<file path="config.mk">
export PLATFORM = sky130hd
export DESIGN_NAME = armleocpu_tlb_refill
export DESIGN_NICKNAME = d
export VERILOG_FILES = /design/src/rtl/armleocpu_tlb_refill.sv
export SDC_FILE = /design/constraint.sdc
export NUM_CORES = 1
export LEC_CHECK = 0
export BUFFER_PORTS_ARGS = -buffer_cell sky130_fd_sc_hd__clkbuf_2
export CAP_MARGIN = 40
export CORE_ASPECT_RATIO = 0.5
export CORE_MARGIN = 4
export CORE_UTILIZATION = 35
export CTS_CLUSTER_SIZE = 25
export DETAILED_ROUTE_END_ITERATION = 6
export MAX_ROUTING_LAYER = met4
export PLACE_DENSITY = 0.66
export SYNTH_ARGS = -nofsm -noshare
export SYNTH_HDL_FRONTEND = slang
export SYNTH_SLANG_ARGS = --single-unit
</file>
<file path="constraint.sdc">
create_clock -name clk_i -period 2.3 [get_ports clk_i]
set_clock_uncertainty 0.15 [all_clocks]
set_input_delay 0.46 -clock clk_i [delete_from_list [all_inputs] [get_ports clk_i]]
set_output_delay 0.46 -clock clk_i [all_outputs]
set_load 0.01 [all_outputs]
</file>
<file path="src/rtl/armleocpu_tlb_refill.sv">
// TLB refill sequencer: accepts a miss, asks the page table walker for a translation,
// and writes the TLB or reports a fault, with a timeout on unresponsive walks.
module armleocpu_tlb_refill #(
    parameter int unsigned TIMEOUT_CYCLES = 64
) (
    input  logic        clk_i,
    input  logic        rst_i,

    input  logic        miss_valid_i,
    input  logic [19:0] miss_vpn_i,
    output logic        miss_ready_o,
    input  logic        flush_i,

    output logic        ptw_resolve_request_o,
    output logic [31:0] ptw_resolve_virtual_address_o,
    input  logic        ptw_resolve_done_i,
    input  logic        ptw_resolve_pagefault_i,
    input  logic        ptw_resolve_accessfault_i,
    input  logic [21:0] ptw_resolve_physical_address_i,
    input  logic [7:0]  ptw_resolve_access_bits_i,

    output logic        tlb_write_o,
    output logic [19:0] tlb_write_vpn_o,
    output logic [21:0] tlb_write_ppn_o,
    output logic [7:0]  tlb_write_access_o,

    output logic        refill_done_o,
    output logic        refill_pagefault_o,
    output logic        refill_accessfault_o
);

    localparam int unsigned CntW = $clog2(TIMEOUT_CYCLES + 1);
    // The counter holds the number of strobe-free WAIT cycles already elapsed.
    localparam logic [CntW-1:0] TimeoutLast = CntW'(TIMEOUT_CYCLES - 1);

    typedef enum logic [1:0] {StIdle, StWait, StRespond} state_e;
    typedef enum logic [1:0] {ResOk, ResPf, ResAf} res_e;

    state_e          state_q, state_d;
    res_e            res_q, res_d;
    logic [19:0]     vpn_q, vpn_d;
    logic [21:0]     ppn_q, ppn_d;
    logic [7:0]      acc_q, acc_d;
    logic [CntW-1:0] cnt_q, cnt_d;
    logic            flush_pend_q, flush_pend_d;

    logic strobe;
    logic suppress;
    logic in_resp;

    assign strobe = ptw_resolve_done_i | ptw_resolve_pagefault_i | ptw_resolve_accessfault_i;

    always_comb begin
        state_d      = state_q;
        res_d        = res_q;
        vpn_d        = vpn_q;
        ppn_d        = ppn_q;
        acc_d        = acc_q;
        cnt_d        = cnt_q;
        flush_pend_d = flush_pend_q;
        unique case (state_q)
            StIdle: begin
                flush_pend_d = 1'b0;
                if (miss_valid_i) begin
                    vpn_d   = miss_vpn_i;
                    cnt_d   = '0;
                    state_d = StWait;
                end
            end
            StWait: begin
                if (flush_i) begin
                    flush_pend_d = 1'b1;
                end
                if (strobe) begin
                    ppn_d   = ptw_resolve_physical_address_i;
                    acc_d   = ptw_resolve_access_bits_i;
                    state_d = StRespond;
                    if (ptw_resolve_accessfault_i) begin
                        res_d = ResAf;
                    end else if (ptw_resolve_pagefault_i) begin
                        res_d = ResPf;
                    end else begin
                        res_d = ResOk;
                    end
                end else if (cnt_q == TimeoutLast) begin
                    res_d   = ResAf;
                    state_d = StRespond;
                end else begin
                    cnt_d = cnt_q + CntW'(1);
                end
            end
            StRespond: begin
                flush_pend_d = 1'b0;
                state_d      = StIdle;
            end
            default: state_d = StIdle;
        endcase
    end

    always_ff @(posedge clk_i) begin
        if (rst_i) begin
            state_q      <= StIdle;
            res_q        <= ResOk;
            vpn_q        <= '0;
            ppn_q        <= '0;
            acc_q        <= '0;
            cnt_q        <= '0;
            flush_pend_q <= 1'b0;
        end else begin
            state_q      <= state_d;
            res_q        <= res_d;
            vpn_q        <= vpn_d;
            ppn_q        <= ppn_d;
            acc_q        <= acc_d;
            cnt_q        <= cnt_d;
            flush_pend_q <= flush_pend_d;
        end
    end

    // A flush arriving in the RESPOND cycle itself must also cancel the write.
    assign suppress = flush_pend_q | flush_i;
    assign in_resp  = (state_q == StRespond);

    assign miss_ready_o                  = (state_q == StIdle);
    assign ptw_resolve_request_o         = (state_q == StWait);
    assign ptw_resolve_virtual_address_o = {vpn_q, 12'h000};

    assign tlb_write_o        = in_resp & (res_q == ResOk) & ~suppress;
    assign tlb_write_vpn_o    = vpn_q;
    assign tlb_write_ppn_o    = ppn_q;
    assign tlb_write_access_o = acc_q;

    assign refill_done_o        = in_resp;
    assign refill_pagefault_o   = in_resp & (res_q == ResPf) & ~suppress;
    assign refill_accessfault_o = in_resp & (res_q == ResAf) & ~suppress;

endmodule

</file>
==> summary.md, run 1 <==
| Metric | Value |
|---|---|
| Crit path arrival time | `1.41 ns` |
| Slew margin rel. | `66.38%` |
| IO Port Bufs | `132` |
| Vert. Die Dim | `68.59 µm` |
| Mean area per synthesized cell | `7.932 µm²` |
| Hold path depth | `3` |
| Core area | `0.006910 mm²` |
| Post-synth top area cell | `dfxtp_1` |
| Worst Setup SP | `state_q[1]` |
| Crit path required time | `1.69 ns` |
| Via count | `2400` |
| Number of max-cap violations | `0` |
| Fin. Hold Viols | `0` |
| TritonCTS buffer count | `9` |
| Post-DP Area | `0.003113 mm²` |
| Yosys reg bits | `62` |
| CP Launch Type | `flip-flop` |
| Worst skew pair latency | `0.32 ns` |
| Worst Tran Pin Value | `0.5029 ns` |
| HPWL after DPL | `4.810 mm` |
| Site Rows | `21` |
| WS Path Type | `flip-flop to output port` |
| Setup crit end kind | `output port` |
| Post-Syn Area | `0.002570 mm²` |
| RSZ-0062 raised after global routing | `false` |
| Die area | `0.008861 mm²` |
| Worst-path maximum fanout | `4` |
| Setup Viol. Count Final | `0` |
| Wire per inst | `12.12 µm` |
| Setup Total Neg Slack | `0 ns` |
| CTS tree | `yes` |
| Number of synthesized flops with an enable pin | `0` |
| Max VDD drop | `0.0003543 V` |
| Commonest non-fill, non-tap cell in the layout | `clkbuf_2` |
| Pwr Density | `845.3 mW/mm²` |
| Outcome | `complete, no violations` |
| DR vias/cell | `4.511` |
| DR pass1 iterations | `4` |
| Final Cycle Share | `87.66%` |
| Final RePlAce weighted congestion | `0.8454` |
| Hold Buf Count CTS | `0` |
| Setup slack, reg-to-reg | `0.44 ns` |
| Yosys cell types | `34` |
| H-tree levels | `3` |
| Most frequent cells in the layout | `132 x clkbuf_2, 105 x nand2_1, 62 x dfxtp_1, 58 x a21oi_1, 12 x conb_1` |
| Post-CTS Resized | `0` |
| Drt total wl | `6.446 mm` |
| Syn-to-layout area delta | `33.45%` |
| Final Critical Period | `2.016 ns` |
| Reg2Reg Depth | `5` |
| Synth top area cells | `dfxtp_1 48%, nand2_1 15%, a21oi_1 11%` |
| Share of async-settable or async-resettable flops after synthesis | `0%` |
| Final core utilization | `49.63%` |
| Ports | `145` |
| Clock-pin slew on the worst setup and hold paths | `0.05 ns` |
| Post-CTS setup repair buffer count | `0` |
| Largest net degree at the start of global routing | `34` |
| Post-route design area | `0.003430 mm²` |
| Remaining Overflow, GRT | `0` |
| Initial antenna violation count | `0` |
| Sequential area share after synthesis | `48.30%` |
| DRT iter0 DRCs | `116` |
| Starting density of the core | `37.19%` |
| Min-delay src | `ptw_resolve_physical_address_i[4]` |
| Leakage power | `1.600 nW` |
| Mapped Cells | `324` |
| Share of layout cells above drive strength 1 | `36.14%` |
| Gr usage total | `14.64%` |
| Max Buffers Root-to-Sink | `2` |
| RR Startpoint | `cnt_q[0]` |
| Filler instances | `712` |
| Hold Slack | `0.2054 ns` |
| Nets | `493` |
| Vias in the first global route | `2087` |
| Fmax | `496.0 MHz` |
| Antenna diodes | `0` |
| First-pass GRT wire length | `9.742 mm` |
| Die X | `129.2 µm` |
| Top cell type's share of synthesized area | `48.30%` |
| DRC violations left | `0` |
| Root Driver | `clkbuf_16` |
| Final ANT Viol Nets | `0` |
| Final Max Tran Viols | `0` |
| CTS sink count | `62` |
| Warning count from the yosys run | `0` |
| Hold Path Class | `primary input to flip-flop` |
| Most used DFF post-synth | `dfxtp_1` |
-- per-stage QoR --
stage               worst slack [ns]  instances  power [mW]
floorplan                     0.5994        335       1.394
global placement              0.4810        516       1.504
detailed placement            0.4398        516       1.508
CTS                           0.2549        532       2.942
global route                  0.1806        532       3.031
finish                        0.2839        532       2.899
-- layout make-up --
type	count	area (µm²)	share of cell area (%)
timing repair buffer	140	720.7	21.01
clock inverter	4	70.07	2.043
inverter	5	18.77	0.5472
tap	92	115.1	3.356
sequential	62	1241	36.19
clock buffer	12	246.5	7.187
multi-input combinational	217	1017	29.66
-- flip-flops by register name (all words and copies together) (netlist names) --
register and flops:
tlb_write_ppn_o 22, cnt_q 7, tlb_write_vpn_o 20, state_q 2
tlb_write_access_o 8, res_q 2, flush_pend_q 1
-- cell families (layout without fill, tap and decap cells) --
logic type	after synthesis	count (layout)	synth area share, %
and+or+nand+nor	132	132	21.47
buffers and inverters	56	161	13.88
AOI/OAI and AO/OA	72	72	15.73
adders and majority gates	1	1	0.4868
other	1	12	0.1459
DFF	62	62	48.30
-- synth_stat cells (2+ instances only) --
cell type / n
nand2_1: 105
o211ai_1: 2
buf_2: 6
nor2_1: 6
inv_1: 5
nor3_1: 2
clkbuf_1: 9
nor3b_1: 2
dfxtp_1: 62
a21oi_1: 58
nand3_1: 7
o31a_1: 2
o21ai_0: 2
nand4_1: 2
buf_4: 35
-- power by group --
| part | switching (mW) | total (mW) | internal [mW] |
|---|---|---|---|
| clock network | 0.445 | 1.42 | 0.973 |
| registers | 0.0322 | 1.16 | 1.13 |
| logic | 0.190 | 0.320 | 0.131 |
| total | 0.667 | 2.90 | 2.23 |
-- routing by layer --
metal	part of all wire, %	track usage (%)	vias to the layer above
li1	-	-	1245
met1	43	16.95	1058
met2	48	23.84	86
met3	6.5	4.615	11
met4	1.8	6.545	0
met5	0	-	-
-- final timing paths --
kind / to
setup reg to reg: cnt_q[1]
setup / recovery: refill_pagefault_o
hold / removal: tlb_write_ppn_o[4]
hold reg to reg: cnt_q[6]
-- worst max-delay path: stages, from the launching register on --
cell and delay, ns:
dfxtp_1 0.41, inv_1 0.08, nor2_1 0.13, nand2_1 0.10
nor3b_1 0.20, clkbuf_2 0.17
Note: power is estimated with default switching activity, not from simulation.
==> inputs of run 2 (changes only) <==
- REMOVE_ABC_BUFFERS: not set -> 1
==> run 2 against run 1 <==
Net effect: sequential power hardly changed; global-route usage is 0.96 points higher; sequential share of layout area hardly changed; utilization hardly changed; largest cell class unchanged.
==> summary.md, run 2 (synthesis gave the netlist of run 1 again) <==
| Metric | Value |
|---|---|
| Initial antenna violation count | `0` |
| Worst path slowest cell | `dfxtp_1` |
| DRT iter0 DRCs | `140` |
| TritonCTS buffer count | `9` |
| CTS tree | `yes` |
| H-tree levels | `3` |
| Worst Tran Pin Value | `0.5532 ns` |
| DR vias/cell | `4.476` |
| Fin. Hold Viols | `0` |
| Crit path max-delay family | `simple AND/OR/NAND/NOR gates` |
| DR pass1 iterations | `4` |
| Final Max Tran Viols | `0` |
| Number of max-cap violations | `0` |
| Wire per inst | `12.26 µm` |
| Via count | `2368` |
| Outcome | `complete, no violations` |
| Vias in the first global route | `2245` |
| Final ANT Viol Nets | `0` |
| Commonest non-fill, non-tap cell in the layout | `clkbuf_2` |
| # placed instances | `515` |
| Critical-path cell list | `inv_1 -> nor2_1 -> nand2_1 -> nor3b_1 -> clkbuf_2` |
| Antenna diodes | `0` |
| Post-CTS setup repair buffer count | `0` |
| Max Buffers Root-to-Sink | `2` |
| Starting density of the core | `37.19%` |
| Final Critical Period | `2.021 ns` |
| Hold Path Class | `primary input to flip-flop` |
| Buf/Inv on CP | `2` |
| Root Driver | `clkbuf_16` |
| Reg area | `0.001241 mm²` |
| Setup crit end kind | `output port` |
| First-pass GRT wire length | `10.55 mm` |
| Crit path required time | `1.69 ns` |
| Die X | `129.2 µm` |
| Filler instances | `703` |
| Leakage power | `1.600 nW` |
| Non-Filler Instances | `529` |
| HPWL after DPL | `4.806 mm` |
| Worst-path maximum fanout | `4` |
| RSZ-0062 raised after global routing | `false` |
| WS Path Type | `flip-flop to output port` |
| Hold Buf Count CTS | `0` |
| Drt total wl | `6.483 mm` |
| Syn-to-layout area delta | `33.50%` |
| Ports | `145` |
| Final Cycle Share | `87.86%` |
| Max VDD drop | `0.0004208 V` |
| CP peak stage delay | `0.39 ns` |
| Crit path arrival time | `1.41 ns` |
| CTS sink count | `62` |
| Most frequent cells in the layout | `132 x clkbuf_2, 105 x nand2_1, 62 x dfxtp_1, 58 x a21oi_1, 12 x conb_1` |
| Multi-input logic area | `0.001017 mm²` |
| Largest net degree at the start of global routing | `44` |
| Nets | `492` |
| Site Rows | `21` |
| Vert. Die Dim | `68.59 µm` |
| Core area | `0.006910 mm²` |
| Remaining Overflow, GRT | `0` |
| Fmax | `494.8 MHz` |
| CP Launch Type | `flip-flop` |
| Setup Total Neg Slack | `0 ns` |
| Max reg flops | `22` |
| Post-CTS Resized | `0` |
| Worst skew pair latency | `0.32 ns` |
| Pwr Density | `863.0 mW/mm²` |
| Setup Viol. Count Final | `0` |
| Slew margin rel. | `63.01%` |
| Gr usage total | `15.60%` |
| Clock-pin slew on the worst setup and hold paths | `0.05 ns` |
| IO Port Bufs | `132` |
| Share of layout cells above drive strength 1 | `36.16%` |
| Hold Slack | `0.2064 ns` |
| Final RePlAce weighted congestion | `0.7545` |
| Die area | `0.008861 mm²` |
| DRC violations left | `0` |
==> run 2: final timing paths <==
check	start	end	slack [ns]	cells past startpoint
min reg2reg	cnt_q[6]	cnt_q[6]	0.28	2
max	state_q[1]	refill_pagefault_o	0.28	5
min	miss_vpn_i[11]	tlb_write_vpn_o[11]	0.21	3
max reg2reg	cnt_q[0]	cnt_q[1]	0.35	5
==> run 2: metal layers <==
metal / GRT usage, % / vias to the layer above / wire length [µm]
met5: - / - / 0
met4: 4.712 / 0 / 56
met3: 4.231 / 4 / 360
met2: 27.96 / 69 / 3357
met1: 17.41 / 1057 / 2708
li1: - / 1238 / -
==> run 2: report_power, final <==
group	switching, mW	internal (mW)
registers	0.0322	1.13
clock network	0.443	1.04
logic	0.189	0.129
==> run 2: cell type report <==
class | count | share of cell area, %
clock inverter | 5 | 2.918
sequential | 62 | 36.18
clock buffer | 9 | 6.565
inverter | 5 | 0.5470
timing repair buffer | 139 | 20.79
multi-input combinational | 217 | 29.65
tap | 92 | 3.355
==> run 2: worst reg2reg max path, stage by stage (launching register included) <==
cell and delay [ns]:
dfxtp_1 0.37, ha_1 0.21, nand4_1 0.19, o211ai_2 0.51, nand2_1 0.14, a41o_1 0.27
==> run 2: per-stage QoR <==
stage	area, µm²	util (%)	setup slack [ns]	power [mW]
finish	3431	49.65	0.2791	2.961
CTS	3431	49.65	0.2532	3.004
global placement	3105	44.94	0.3515	1.502
detailed placement	3105	44.94	0.3281	1.504
global route	3431	49.65	0.1253	3.087
floorplan	2273	-	0.04159	1.323
